===== src/rtl/job_dispatcher.sv =====
// job_dispatcher
//   Dynamic work scheduler for the 16-core jimmy cluster. Idle cores raise
//   req; a round-robin arbiter grants one core per cycle with the next
//   [job_start, job_end] address chunk. Once the address space is exhausted,
//   further requests are answered with job_none so the core halts. Per-job
//   result counts reported by the cores are summed into total. Run cycles are
//   counted in cycles. done is raised once every issued job has reported.
//
// Ports
//   clk        : system clock, all logic on the rising edge
//   reset      : synchronous active-high reset, clears all state
//   start      : one-cycle pulse, begins a run from IDLE or DONE
//   req        : per-core job request (level, held until ack seen)
//   res_valid  : per-core one-cycle pulse, result of current job valid
//   res_count  : packed per-core result counts, lane i = [i*CNT_W +: CNT_W]
//   ack        : one-hot grant, high for exactly one cycle
//   job_start  : first address of the granted job (valid with ack)
//   job_end    : last address (inclusive) of the granted job (valid with ack)
//   job_none   : with ack, no work left and the core should halt
//   total      : accumulated result count for the current run (wraps)
//   cycles     : clock cycles spent in RUN+DRAIN, saturating at 0xFFFF
//   busy       : high in RUN and DRAIN
//   done       : high in DONE until the next start or reset
//   err        : sticky, a result arrived from a core with no outstanding job
module job_dispatcher #(
  parameter int CORES     = 16,
  parameter int RANGE_MAX = 256,
  parameter int CHUNK     = 16,
  parameter int CNT_W     = 8
) (
  input  logic                   clk,
  input  logic                   reset,
  input  logic                   start,
  input  logic [CORES-1:0]       req,
  input  logic [CORES-1:0]       res_valid,
  input  logic [CORES*CNT_W-1:0] res_count,
  output logic [CORES-1:0]       ack,
  output logic [7:0]             job_start,
  output logic [7:0]             job_end,
  output logic                   job_none,
  output logic [15:0]            total,
  output logic [15:0]            cycles,
  output logic                   busy,
  output logic                   done,
  output logic                   err
);

  localparam int          PTR_W     = (CORES > 1) ? $clog2(CORES) : 1;
  localparam int unsigned CORES_U   = CORES;
  localparam logic [8:0]  CHUNK_9   = 9'(CHUNK);
  localparam logic [8:0]  RANGE_END = 9'(RANGE_MAX);

  typedef enum logic [1:0] {
    IDLE,
    RUN,
    DRAIN,
    DONE
  } state_t;

  state_t           state, state_n;
  logic [8:0]       next_base, next_base_n;
  logic [CORES-1:0] outstanding, outstanding_n;
  logic [PTR_W-1:0] ptr, ptr_n;

  logic [CORES-1:0] ack_n;
  logic [7:0]       job_start_n, job_end_n;
  logic             job_none_n;
  logic [15:0]      total_n, cycles_n;
  logic             err_n;

  logic [CORES-1:0] eligible;
  logic [CORES-1:0] accepted;
  logic [PTR_W-1:0] cand;
  logic [PTR_W-1:0] grant_idx;
  logic             grant_found;
  logic [15:0]      total_add;
  logic [8:0]       base_after;

  // Index base+off, wrapped into the core range.
  function automatic logic [PTR_W-1:0] wrap_idx(input logic [PTR_W-1:0] base,
                                                input int unsigned off);
    int unsigned sum;
    sum = (32'(base) + off) % CORES_U;
    return PTR_W'(sum);
  endfunction

  always_comb begin
    state_n       = state;
    next_base_n   = next_base;
    outstanding_n = outstanding;
    ptr_n         = ptr;
    ack_n         = '0;
    job_start_n   = '0;
    job_end_n     = '0;
    job_none_n    = 1'b0;
    total_n       = total;
    cycles_n      = cycles;
    err_n         = err;
    cand          = '0;
    grant_idx     = ptr;
    grant_found   = 1'b0;
    total_add     = '0;
    base_after    = next_base + CHUNK_9;

    // The core acked last cycle may still hold req high, so it is masked
    // out for one cycle to avoid handing it a second job by mistake.
    eligible = req & ~ack;
    for (int unsigned k = 1; k <= CORES_U; k++) begin
      cand = wrap_idx(ptr, k);
      if (!grant_found && eligible[cand]) begin
        grant_found = 1'b1;
        grant_idx   = cand;
      end
    end

    // All accepted lanes are summed in the same cycle.
    accepted = res_valid & outstanding;
    for (int i = 0; i < CORES; i++) begin
      if (accepted[i]) begin
        total_add = total_add + 16'(res_count[i*CNT_W +: CNT_W]);
      end
    end

    case (state)
      IDLE, DONE: begin
        if (res_valid != '0) begin
          err_n = 1'b1;
        end
        // Starting a run wipes the per-run state; the rr pointer is kept so
        // fairness carries over between runs.
        if (start) begin
          state_n       = RUN;
          next_base_n   = '0;
          total_n       = '0;
          cycles_n      = '0;
          outstanding_n = '0;
          err_n         = 1'b0;
        end
      end
      RUN, DRAIN: begin
        if (cycles != 16'hFFFF) begin
          cycles_n = cycles + 16'd1;
        end
        total_n = total + total_add;
        if ((res_valid & ~outstanding) != '0) begin
          err_n = 1'b1;
        end
        // Result clear first, then grant set, so a core reporting and
        // being re-granted in the same cycle stays outstanding.
        outstanding_n = outstanding & ~accepted;
        if (grant_found) begin
          ack_n[grant_idx] = 1'b1;
          ptr_n            = grant_idx;
          if (state == RUN) begin
            job_start_n                = next_base[7:0];
            job_end_n                  = next_base[7:0] + 8'(CHUNK - 1);
            next_base_n                = base_after;
            outstanding_n[grant_idx]   = 1'b1;
            if (base_after == RANGE_END) begin
              state_n = DRAIN;
            end
          end else begin
            job_none_n = 1'b1;
          end
        end
        if ((state == DRAIN) && (outstanding == '0) && (res_valid == '0)) begin
          state_n = DONE;
        end
      end
      default: begin
        state_n = IDLE;
      end
    endcase
  end

  always_ff @(posedge clk) begin
    if (reset) begin
      state       <= IDLE;
      next_base   <= '0;
      outstanding <= '0;
      ptr         <= PTR_W'(CORES - 1);
      ack         <= '0;
      job_start   <= '0;
      job_end     <= '0;
      job_none    <= 1'b0;
      total       <= '0;
      cycles      <= '0;
      busy        <= 1'b0;
      done        <= 1'b0;
      err         <= 1'b0;
    end else begin
      state       <= state_n;
      next_base   <= next_base_n;
      outstanding <= outstanding_n;
      ptr         <= ptr_n;
      ack         <= ack_n;
      job_start   <= job_start_n;
      job_end     <= job_end_n;
      job_none    <= job_none_n;
      total       <= total_n;
      cycles      <= cycles_n;
      busy        <= (state_n == RUN) || (state_n == DRAIN);
      done        <= (state_n == DONE);
      err         <= err_n;
    end
  end

endmodule

===== config.mk =====
export PLATFORM = sky130hd
export DESIGN_NAME = job_dispatcher
export DESIGN_NICKNAME = d
export VERILOG_FILES = /design/src/rtl/job_dispatcher.sv
export SDC_FILE = /design/constraint.sdc
export NUM_CORES = 1
export LEC_CHECK = 0
export CORE_MARGIN = 5
export CORE_UTILIZATION = 40
export CTS_CLUSTER_SIZE = 30
export DETAILED_ROUTE_END_ITERATION = 6
export PLACE_DENSITY = 0.73
export SLEW_MARGIN = 0
export SYNTH_ARGS = -nofsm -noshare
export SYNTH_HDL_FRONTEND = slang
export SYNTH_SLANG_ARGS = --single-unit

===== constraint.sdc =====
create_clock -name clk -period 18.14 [get_ports clk]
set_input_delay 2.721 -clock clk [delete_from_list [all_inputs] [get_ports clk]]
set_output_delay 2.721 -clock clk [all_outputs]
set_load 0.005 [all_outputs]

==> impl_metrics.tcl, run 1 <==
set metrics [dict create \
    criticalPathCategory "in -> reg" \
    worstPathMaxFanout 4 \
    initial_core_util_pct 40.4 \
    die_w_um 202 \
    slowest_delay_ns 0.45 \
    grt.overflow.total 0 \
    core-area_um2 36400 \
    busiest_layer "met2" \
    outcome "complete, no violations" \
    finalNetCount 2642 \
    fin_area_um2 20100 \
    drc 0 \
    ios 231 \
    place_area_um2 18500 \
    drt_pass1_iterations 7 \
    maxCapViolCount 0 \
    avgSynthCellArea_um2 7.58 \
    period_minus_slack_ns 17.48 \
    end_kind "flip-flop" \
    die_y_um 202 \
    p_switching_uw 1140 \
    yosysWarningCount 0 \
    dp_slack_ns -0.709 \
    setup_ws_ns 0.665 \
    grt.total_usage_pct 21.4 \
    cpMaxStageDelayCell "clkdlybuf4s50_1" \
    mostFrequentLayoutCell "nor2_1" \
    worstSkewPairLatency_ns 0.35 \
    hold_slack_ns 0.451 \
    use_met3_pct 3.93 \
    final_cell_mix "nor2_1 (224), clkdlybuf4s50_1 (221), buf_4 (198)" \
    met2_usage_pct 37.0 \
    layout.cells.non_filler 2786 \
    synth_area_um2 14700 \
    drv_slew 0 \
    crit_arrival_ns 17.75 \
    pwr-share-seq_pct 10.3 \
    rows 70 \
    power_frac_comb_pct 81.3 \
    pwr-share-clk_pct 8.3 \
    fin_worst_skew_ns 0.0103 \
    setup_viol_count_final 0 \
    power.total_uw 2310 \
    grt_max_degree 46 \
    synth-seq-area-share_pct 11.7 \
    synth_edf_count 0 \
    netlist_instances 1939 \
    finalHoldViolations 0 \
    max-vdd-ir-drop_mv 0.135 \
    layout-drive-gt1-share_pct 22.0 \
    grt_pass1_wl_um 74100 \
    numPortBuffers 226 \
    area_growth_pct 36.8 \
    cts_tree "done" \
    antenna_found_initial 3 \
    root_buffer "clkbuf_16" \
    first_iter_violations 935 \
    max-slew-margin-rel_pct 27.6 \
    met1_usage_pct 27.9 \
    n_antenna_cell 0 \
    max-clock-path-buffers 2 \
    synth.distinct_cells 105 \
    intPower_uw 1170 \
    cts.sinks 86 \
    htreeDepth 3 \
    fmax_ghz 0.0572 \
    ant_nets 0 \
    wl_um 47200 \
    num_vias 15800 \
    tightest_slew_ns 1.08 \
    required_ns 18.42 \
    power_density_nw_per_um2 115 \
    synth-seq-cells 86 \
    dp_cells 2735 \
    start_kind "input port" \
    leakagePower_uw 0.00850 \
    hpwl_um 37300 \
    numCtsBuffers 9 \
    hold_path_class "reg -> reg" \
    dieArea_um2 40700 \
    grt_pass1_vias 15300 \
    routabilityCongestion 0.930 \
    cts_hold_buf 0 \
    ff2ff_setup_slack_ns 2.67 \
    viasPerCell 5.65 \
    synth_ff_type "dfxtp_1" \
    ys_async_sr_fraction_pct 0 \
    wl_per_cell_um 16.9 \
    path_clk_slew_ns 0.07 \
    switching_share_pct 49.5 \
    finalCritPeriodShare_pct 96.3 \
]
==> cells in the mapped netlist, drive strengths merged (44+ instances only) <==
cell type | n | area, µm²
mux2i | 44 | 465
nor2 | 230 | 866
a21oi | 141 | 709
mux2 | 46 | 518
inv | 145 | 544
a21o | 46 | 345
o21ai | 132 | 687
nand2 | 139 | 522
dfxtp | 86 | 1720
xnor2 | 94 | 943
ha | 149 | 1860
clkbuf | 46 | 173
==> cell type report <==
class,count,area [µm²]
clock inverter,4,53.8
clock buffer,11,253
fill,3308,16300
sequential,86,1720
timing repair buffer,427,3790
tap,468,586
multi-input combinational,1642,13200
inverter,148,556
==> registers in the layout (all words and copies together) (netlist names) <==
register,cells
done,1
total,16
job_none,1
cycles,16
job_start,4
err,1
ack,16
outstanding,16
job_end,3
next_base,5
busy,1
state,2
ptr,4
==> through the flow <==
stage               util [%]  TNS, ns
CTS                     51.9        0
global placement        50.8   -0.872
global route            55.2   -0.551
finish                  55.2        0
detailed placement      50.8    -3.11
floorplan                  -        0
==> power by group through the flow <==
stage / registers (µW) / clock network [µW] / logic [µW]
2_1_floorplan: 231 / 0 / 1200
3_3_place_gp: 242 / 0 / 1680
3_5_place_dp: 243 / 0 / 1720
4_1_cts: 239 / 198 / 1750
5_1_grt: 243 / 206 / 2060
6_report: 239 / 193 / 1880
==> critical path, delay by kind of cell <==
| family | cells | cell delay [ns] |
|---|---|---|
| adders and majority gates | 16 | 4.62 |
| muxes | 3 | 0.87 |
| AOI/OAI and AO/OA | 39 | 5.05 |
| and+or+nand+nor | 20 | 2.70 |
| buffers and inverters | 9 | 1.21 |
| xor gates and xnor gates | 5 | 0.58 |
==> metal layers <==
layer	up-vias	share of wire (%)
met5	-	0.072
met4	6	1.8
li1	7745	-
met2	433	48
met1	7505	44
met3	65	5.6
==> worst paths after layout <==
path                                     start   endpoint  cells past startpoint
worst max-delay path              res_count[2]  total[15]                     92
worst min-delay path                       err        err                      2
worst max register to register  outstanding[0]  total[15]                     92
worst min register to register             err        err                      2
==> cells by family after synthesis <==
logic type | synth area share (%)
other | 0.0255
AOI/OAI and AO/OA | 24.9
DFF | 11.7
muxes | 11.3
adders and majority gates | 15.0
xor gates and xnor gates | 9.19
and+or+nand+nor | 22.0
buffers and inverters | 5.85
==> repair_timing <==
| action | 4_1_cts | 5_1_grt |
|---|---|---|
| gates cloned | 0 | 0 |
| resized for setup | 35 | 195 |
| pin swaps | 11 | 81 |
| endpoints found under the setup margin | 5 | 11 |
| buffers inserted | 4 | 32 |
| endpoints found under the hold margin | 0 | 0 |
No activity file was read; power rests on OpenSTA's default activity.
==> run 2, diff against run 1 <==
--- a/config.mk
+++ b/config.mk
@@ -9,7 +9,7 @@
 export CORE_UTILIZATION = 40
 export CTS_CLUSTER_SIZE = 30
 export DETAILED_ROUTE_END_ITERATION = 6
-export PLACE_DENSITY = 0.73
+export PLACE_DENSITY = 0.7
 export SLEW_MARGIN = 0
 export SYNTH_ARGS = -nofsm -noshare
 export SYNTH_HDL_FRONTEND = slang
==> constraint.sdc (replaced) <==
create_clock -name clk -period 22.3 [get_ports clk]
set_input_delay 3.345 -clock clk [delete_from_list [all_inputs] [get_ports clk]]
set_output_delay 3.345 -clock clk [all_outputs]
set_load 0.005 [all_outputs]
==> run 2 against run 1 <==
Highest routed layer unchanged. Count of clock-buffer cells in the layout down 1. Utilization shrank 6.9 points. Cell count down 7.0%. Critical path depth up 4. Largest cell class unchanged. Global-route usage is 0.62 points lower. Sequential cell count unchanged. Register-to-register slack better by 2.8 ns. Sequential power down 19%. Via count fell by 6.4%. Clock skew is 0.0036 ns higher. Clock power is 19% lower.
==> impl_metrics.tcl, run 2 (same netlist as run 1, synthesis figures left out) <==
set metrics [dict create \
    dr.max_layer_used "met5" \
    max-clock-path-buffers 2 \
    cts-resized-gates 0 \
    worstPathMaxFanout 11 \
    ff2ff_setup_slack_ns 5.42 \
    finalNetCount 2446 \
    htreeDepth 3 \
    cp_common_cell "a21oi_1" \
    root_buffer "clkbuf_16" \
    cpMaxStageDelayCell "clkdlybuf4s50_1" \
    setup_viol_count_final 0 \
    max-vdd-ir-drop_mv 0.102 \
    grt_max_degree 54 \
    cp-startpoint "res_valid[0]" \
    final_cell_mix "nor2_1 (229), clkdlybuf4s50_1 (225), ha_1 (148)" \
    grt.overflow.total 0 \
    antenna_found_initial 2 \
    met2_length_um 20300 \
    numPortBuffers 226 \
    r2r_cells 95 \
    routabilityCongestion 0.915 \
    required_ns 22.58 \
    wl_met3_um 2500 \
    core-area_um2 36400 \
    die_y_um 202 \
    grt_pass1_wl_um 71700 \
    wl_met1_um 20300 \
    tightest_slew_ns 1.06 \
    crit_arrival_ns 20.41 \
    leakagePower_uw 0.00739 \
    finalHoldViolations 0 \
    cts.sinks 86 \
    post_cts_buffers 0 \
    reg2reg_from "outstanding[0]" \
    rsz0062_at_grt "false" \
    cts_tree "done" \
    start_kind "input port" \
    die_w_um 202 \
    fin_worst_skew_ns 0.0139 \
    grt.total_usage_pct 20.8 \
    drc 0 \
    worstSkewPairLatency_ns 0.35 \
    fillers 3552 \
    num_vias 14700 \
    path_clk_slew_ns 0.07 \
    area_growth_pct 19.7 \
    ios 231 \
    dieArea_um2 40700 \
    criticalPathCategory "in -> reg" \
    setup_tns_ns 0 \
    hpwl_um 35900 \
    hold_path_class "reg -> reg" \
    wl_um 43600 \
    outcome "complete, no violations" \
    ant_nets 0 \
    drv_slew 0 \
    initial_core_util_pct 40.4 \
    power_density_nw_per_um2 95.1 \
    first_iter_violations 853 \
    crit_path_end "total[15]" \
    grt_pass1_vias 14500 \
    maxCapViolCount 0 \
    finalCritPeriodShare_pct 90.3 \
    drt_pass1_iterations 7 \
    seqCellArea_um2 1720 \
    cts_hold_buf 0 \
    mostFrequentLayoutCell "nor2_1" \
    end_kind "flip-flop" \
    numCtsBuffers 9 \
    rows 70 \
    period_minus_slack_ns 20.13 \
    multi_input_area_um2 12100 \
    layout-drive-gt1-share_pct 7.07 \
    slowest_delay_ns 0.71 \
    viasPerCell 5.69 \
    wl_per_cell_um 16.8 \
    r2r-end "total[15]" \
    max-slew-margin-rel_pct 28.8 \
    final_core_util_pct 48.3 \
    fmax_ghz 0.0497 \
]
==> run 2: changes by cell type in the layout (fill, tap and decap cells not counted), moves of 10 or more <==
cell     previous run  this run
a21oi_2            36         1
o21ai_2            21         1
ha_1              117       148
ha_4               31         0
buf_4             198         5
o21ai_0            88       123
nor2b_1            29        39
o21ai_1            20         6
a21oi_1           102       140
==> run 2: worst min-delay path by stage <==
stage	startpoint	endpoint	slack (ns)	cells past startpoint
final	err	err	0.46	2
after global routing	err	err	0.48	2
after CTS	err	err	0.46	2
after detailed placement	err	err	0.45	2
after global placement	err	err	0.46	2
after floorplan	err	err	0.44	2
==> run 2: through the flow <==
step | instances | power [µW] | cell area [µm²] | hold slack [ns] | worst slack, ns
floorplan | 1942 | 1160 | 14700 | 0.442 | 4.24
global placement | 2575 | 1470 | 17300 | 0.458 | 2.62
detailed placement | 2575 | 1500 | 17300 | 0.453 | 2.04
CTS | 2591 | 1670 | 17600 | 0.463 | 2.33
global route | 2591 | 1830 | 17600 | 0.485 | 0.456
finish | 2592 | 1670 | 17600 | 0.461 | 2.17
==> run 2: power by group <==
part | switching (µW) | leakage, µW | internal (µW)
registers | 21.0 | 0.000696 | 173
logic | 775 | 0.00655 | 550
clock network | 65.3 | 0.000149 | 90.5
total | 861 | 0.00739 | 813
==> run 2: cell type report <==
class                   instances  share of cell area [%]
inverters                     148                    3.16
well taps                     468                    3.33
flip-flops and latches         86                    9.78
clock buffers                  10                    1.36
clock inverters                 6                   0.391
diodes                          1                  0.0142
multi-input cells            1642                    68.9
repair buffers                231                    13.0
==> run 2: critical path, delay by kind of cell <==
| family | cells | cell delay [ns] |
|---|---|---|
| adder cells (fa/ha/maj) | 17 | 5.51 |
| XOR/XNOR | 4 | 0.51 |
| AND/OR/NAND/NOR | 18 | 2.17 |
| buffers and inverters | 8 | 1.23 |
| multiplexers | 3 | 0.87 |
| AO/OA/AOI/OAI | 46 | 6.78 |
==> run 2: metal layers <==
layer  vias up  GRT usage [%]
met5         -              0
met4         4           3.52
met3        46           3.77
met2       393           35.6
met1      6946           27.7
li1       7355              -
